### src/rtl/voice_allocator.sv
// Polyphonic voice allocator driving the gates of a bank of adsr envelopes.
// Note-on selection order: held voice already playing the note (retrigger),
// lowest-index free voice, oldest releasing voice, then optionally the oldest
// held voice (steal). Retrigger and steal drop the gate for one cycle.
// Optional feature: define VOICE_ALLOC_STEAL_EN to enable voice stealing;
// otherwise a note-on with every voice held is discarded and `dropped` pulses.
module voice_allocator #(
    parameter int unsigned VOICES    = 4,
    parameter int unsigned NOTE_BITS = 7
) (
    input  logic                          clk,
    input  logic                          reset_n,
    input  logic                          ev_valid,
    output logic                          ev_ready,
    input  logic                          ev_on,
    input  logic [NOTE_BITS-1:0]          ev_note,
    input  logic [VOICES-1:0]             active,
    output logic [VOICES-1:0]             gate,
    output logic [VOICES*NOTE_BITS-1:0]   note,
    output logic                          dropped
);

    localparam int unsigned IW = $clog2(VOICES);

    localparam logic [0:0] ST_IDLE   = 1'b0;
    localparam logic [0:0] ST_REGATE = 1'b1;

    logic [VOICES-1:0]    gate_q, gate_d;
    logic [NOTE_BITS-1:0] note_q [VOICES];
    logic [NOTE_BITS-1:0] note_d [VOICES];
    logic [IW-1:0]        rank_q [VOICES];
    logic [IW-1:0]        rank_d [VOICES];
    logic [0:0]           state_q, state_d;
    logic [IW-1:0]        tgt_q, tgt_d;
    logic                 dropped_q, dropped_d;

    logic [VOICES-1:0] rel, free, match;
    logic              match_any, free_any, rel_any;
    logic [IW-1:0]     match_idx, free_idx, rel_idx;
`ifdef VOICE_ALLOC_STEAL_EN
    logic              held_any;
    logic [IW-1:0]     held_idx;
`endif

    // Classify voices and find the candidate for each selection rule
    always_comb begin
        rel       = ~gate_q & active;
        free      = ~gate_q & ~active;
        match_any = 1'b0;
        match_idx = '0;
        free_any  = 1'b0;
        free_idx  = '0;
        rel_any   = 1'b0;
        rel_idx   = '0;
`ifdef VOICE_ALLOC_STEAL_EN
        held_any  = 1'b0;
        held_idx  = '0;
`endif
        for (int i = 0; i < VOICES; i++) begin
            match[i] = gate_q[i] && (note_q[i] == ev_note);
            if (match[i] && !match_any) begin
                match_any = 1'b1;
                match_idx = IW'(i);
            end
            if (free[i] && !free_any) begin
                free_any = 1'b1;
                free_idx = IW'(i);
            end
            if (rel[i] && (!rel_any || rank_q[i] > rank_q[rel_idx])) begin
                rel_any = 1'b1;
                rel_idx = IW'(i);
            end
`ifdef VOICE_ALLOC_STEAL_EN
            if (gate_q[i] && (!held_any || rank_q[i] > rank_q[held_idx])) begin
                held_any = 1'b1;
                held_idx = IW'(i);
            end
`endif
        end
    end

    logic          alloc, regate;
    logic [IW-1:0] alloc_idx;

    // Event handling, LRU update and regate sequencing
    always_comb begin
        gate_d    = gate_q;
        note_d    = note_q;
        rank_d    = rank_q;
        state_d   = ST_IDLE;
        tgt_d     = tgt_q;
        dropped_d = 1'b0;
        alloc     = 1'b0;
        alloc_idx = '0;
        regate    = 1'b0;
        if (state_q == ST_REGATE) begin
            gate_d[tgt_q] = 1'b1;
        end else if (ev_valid) begin
            if (ev_on) begin
                if (match_any) begin
                    alloc     = 1'b1;
                    alloc_idx = match_idx;
                    regate    = 1'b1;
                end else if (free_any) begin
                    alloc     = 1'b1;
                    alloc_idx = free_idx;
                end else if (rel_any) begin
                    alloc     = 1'b1;
                    alloc_idx = rel_idx;
                end else begin
`ifdef VOICE_ALLOC_STEAL_EN
                    alloc     = held_any;
                    alloc_idx = held_idx;
                    regate    = held_any;
`else
                    dropped_d = 1'b1;
`endif
                end
            end else if (match_any) begin
                gate_d[match_idx] = 1'b0;
            end
        end
        if (alloc) begin
            note_d[alloc_idx] = ev_note;
            // Regated voices sit low for one cycle before rising
            gate_d[alloc_idx] = !regate;
            for (int i = 0; i < VOICES; i++) begin
                if (rank_q[i] < rank_q[alloc_idx]) begin
                    rank_d[i] = rank_q[i] + 1'b1;
                end
            end
            rank_d[alloc_idx] = '0;
            if (regate) begin
                state_d = ST_REGATE;
                tgt_d   = alloc_idx;
            end
        end
    end

    // State registers with asynchronous reset
    always_ff @(posedge clk or negedge reset_n) begin
        if (!reset_n) begin
            gate_q    <= '0;
            state_q   <= ST_IDLE;
            tgt_q     <= '0;
            dropped_q <= 1'b0;
            for (int i = 0; i < VOICES; i++) begin
                note_q[i] <= '0;
                rank_q[i] <= IW'(i);
            end
        end else begin
            gate_q    <= gate_d;
            note_q    <= note_d;
            rank_q    <= rank_d;
            state_q   <= state_d;
            tgt_q     <= tgt_d;
            dropped_q <= dropped_d;
        end
    end

    // Output mapping
    always_comb begin
        for (int i = 0; i < VOICES; i++) begin
            note[i*NOTE_BITS +: NOTE_BITS] = note_q[i];
        end
    end

    assign gate     = gate_q;
    assign ev_ready = (state_q == ST_IDLE);
    assign dropped  = dropped_q;

endmodule

### config.mk
export PLATFORM = sky130hd
export DESIGN_NAME = voice_allocator
export DESIGN_NICKNAME = d
export VERILOG_FILES = /design/src/rtl/voice_allocator.sv
export SDC_FILE = /design/constraint.sdc
export NUM_CORES = 1
export LEC_CHECK = 0
export ABC_AREA = 1
export CORE_MARGIN = 2
export CORE_UTILIZATION = 45
export DETAILED_ROUTE_END_ITERATION = 6
export PLACE_DENSITY = 0.69
export SYNTH_ARGS = -nofsm -noshare
export SYNTH_HDL_FRONTEND = slang
export SYNTH_SLANG_ARGS = --single-unit
### constraint.sdc
create_clock -name clk -period 6.6 [get_ports clk]
set_input_delay 1.98 -clock clk [delete_from_list [all_inputs] [get_ports clk]]
set_output_delay 1.98 -clock clk [all_outputs]
set_load 0.005 [all_outputs]
==> impl_metrics.ini <==
[job]
cap_viol_max_count = 0

[global_route]
grt.overflow.total = 0
grt_pass1_wl_um = 12300
antenna_found_initial = 0
grtUsageMet2 = 0.310
grtUsageTotal = 0.208
grt_max_degree = 45
grt_util_met1 = 0.300
grt_busiest_layer = met2
grt_pass1_vias = 2556
grt_use_met3 = 0.0390

[timing]
fin_setup_tns_ns = 0
skew_ns = 0.0103
tightest_slew_ns = 0.972
finalSetupViolations = 0
maxSlewViolCount = 0
slew_headroom = 0.352
fin_crit_ns = 6.02
maxClockFrequency_mhz = 166
period_share = 0.912
hold_viol = 0
rsz0062_at_grt = false
final.setup.worst_slack_ns = 0.579

[worst_setup_path]
cp.arrival_ns = 6.25
end_kind = register
path_common_cell = nand2_1
critPathMaxFanout = 10
max_stage_delay_ns = 0.49
worstPathRequired_ns = 6.83
cp_slowest_cell = clkdlybuf4s50_1
path_class = input port to register
startpoint_type = input port

[logic_synthesis]
synthXorXnorAreaFrac = 0.0315
synth-simple-area-share = 0.317
synth_seq_cells = 44
synth.yosys.seq_area_share = 0.361
syn_area_per_cell_um2 = 7.67
synth_mux_area_frac = 0
yosys_warnings = 0
syn-cell-area_mm2 = 0.00306
synthAdderAreaFrac = 0.0409
synth_compound_area_frac = 0.143
synth_top_family_by_area = simple AND/OR/NAND/NOR gates
synth_edf_count = 0
ys_types = 37
syn_nets = 424
synthFlopType = dfrtp_1
async_reset_ff_frac = 1.00
synth_cells = 399

[layout]
final_area_mm2 = 0.00364
area_delta_synth_final_pct = 18.9
fin_util = 0.545
n_fill_cell = 625
layout-drive-gt1-share = 0.170
fin_nets = 471
antenna-diode-count = 0

[detailed_routing]
totalWireLength_um = 7180
ant_nets = 0
drtIter0Drc = 117
route.detailed.drc = 0
vias = 2660
drt_pass1_iterations = 4
avgRoutedWirePerCell_um = 13.6
viasPerCell = 5.05

[cts]
cts_tree = yes
clk_path_buf_depth = 2
cts_made_buffers = 5
clk_latency_ns = 0.30
root_buffer = clkbuf_8
cts.sinks = 44
postCtsSetupBuffers = 0
holdBufCountCts = 0
clk_pin_slew_worst_paths_ns = 0.08
htreeDepth = 2
cts_resized = 0

[placed_design]
portBuffers = 48
placed_area_mm2 = 0.00355
routabilityCongestion = 0.830
post-place-ws_ns = 0.189
post-dp-hpwl_um = 5490

[power]
powerDensity_mw_per_mm2 = 445
cellLeakagePower_nw = 1.74
vdd_ir_drop_max_v = 0.000201
p_total_w = 0.00162

[outcome]
status = finished clean

[floorplan]
coreArea_mm2 = 0.00668
die_w_um = 86.5
ioPinCount = 49
dieArea_mm2 = 0.00748
initial_utilization = 0.458
die_h_um = 86.5
fp-row-count = 30

[min_path]
hp-class = register to register
## state kept, by name, summed over array words and instances, names as in the netlist
| name | flops |
|---|---|
| rank_q | 8 |
| state_q | 1 |
| tgt_q | 2 |
| dropped | 1 |
| gate | 4 |
| note | 28 |
## critical path: cells and delay by family
kind,cells,cell delay [ns]
AO/OA/AOI/OAI,8,1.03
buffers and inverters,5,0.79
adder cells (fa/ha/maj),3,0.88
XOR/XNOR,1,0.13
AND/OR/NAND/NOR,15,1.43
## through the flow
stage	instances	hold WS (ns)
6_report	527	0.538
5_1_grt	527	0.566
4_1_cts	527	0.537
3_5_place_dp	519	0.515
3_3_place_gp	519	0.512
2_1_floorplan	399	0.479
## layer usage
layer  part of all wire  up-vias  wire length [µm]
met3              0.065       17               466
met1               0.47     1216              3370
met5                  0        -                 0
met4              0.025        0               177
li1                   -     1353                 -
met2               0.44       74              3160
## cell families (layout without fill, tap and decap cells)
kind of cell / after synthesis / in the layout
buffers and inverters: 66 / 114
XOR/XNOR: 11 / 11
AO/OA/AOI/OAI: 64 / 64
adder cells (fa/ha/maj): 10 / 10
AND/OR/NAND/NOR: 204 / 204
flip-flops: 44 / 44
## path summary, 6_finish.rpt
kind | from | to | slack [ns] | depth (start not counted)
setup / recovery | active[0] | rank_q[3] | 0.58 | 32
hold / removal | note[1] | note[1] | 0.54 | 2
setup reg to reg | rank_q[7] | rank_q[3] | 1.77 | 35
hold reg to reg | note[1] | note[1] | 0.54 | 2
max in group asynchronous | reset_n | note[9] | 4.16 | 1
min in group asynchronous | reset_n | rank_q[7] | 1.84 | 1
## cells in the mapped netlist (2+ instances only)
cell	count	area (µm²)
a21oi_2	8	70.1
nor3_1	6	30.0
nor2_2	7	43.8
o21ai_2	12	105
o21ai_1	11	55.1
ha_1	10	125
dfrtp_1	40	1000
o211ai_1	4	30.0
a31oi_1	3	18.8
inv_2	10	37.5
dfstp_2	4	105
inv_1	42	158
o21bai_1	2	15.0
buf_6	6	67.6
nand2_4	6	67.6
nor2_8	2	40.0
xnor2_1	10	87.6
nand2_1	133	499
o21ai_0	19	95.1
nand4_1	2	12.5
buf_4	3	22.5
inv_4	4	25.0
nor2_4	3	33.8
nand3_1	10	50.1
nor2_1	26	97.6
nand2_2	5	31.3
## power breakdown
| part | switching [W] | leakage, nW | internal [W] |
|---|---|---|---|
| clock network | 0.0000895 | 0.0455 | 0.0000855 |
| logic | 0.000480 | 1.16 | 0.000435 |
| registers | 0.000126 | 0.537 | 0.000403 |
## cell usage in the layout (no fill, tap or decap), types with 3 or more instances in the layout
master	netlist	final
a21oi_2	8	8
a31oi_1	3	3
clkbuf_8	0	6
clkdlybuf4s50_1	0	47
dfrtp_1	40	40
dfstp_2	4	4
ha_1	10	10
inv_1	42	42
inv_2	10	10
inv_4	4	4
nand2_1	133	133
nand2_2	5	5
nand2_4	6	6
nand3_1	10	10
nor2_1	26	25
nor2_2	7	8
nor2_4	3	3
nor3_1	6	6
o211ai_1	4	4
o21ai_0	19	18
o21ai_1	11	12
o21ai_2	12	12
xnor2_1	10	10
## area by class of cell
cell class / instances / area, µm² / area share
Clock buffer: 8 / 90.1 / 0.0248
Inverter: 56 / 220 / 0.0605
Multi-Input combinational cell: 289 / 1630 / 0.448
Sequential cell: 44 / 1110 / 0.304
Tap cell: 80 / 100 / 0.0275
Timing Repair Buffer: 50 / 490 / 0.135
(Power assumes the default switching activity.)
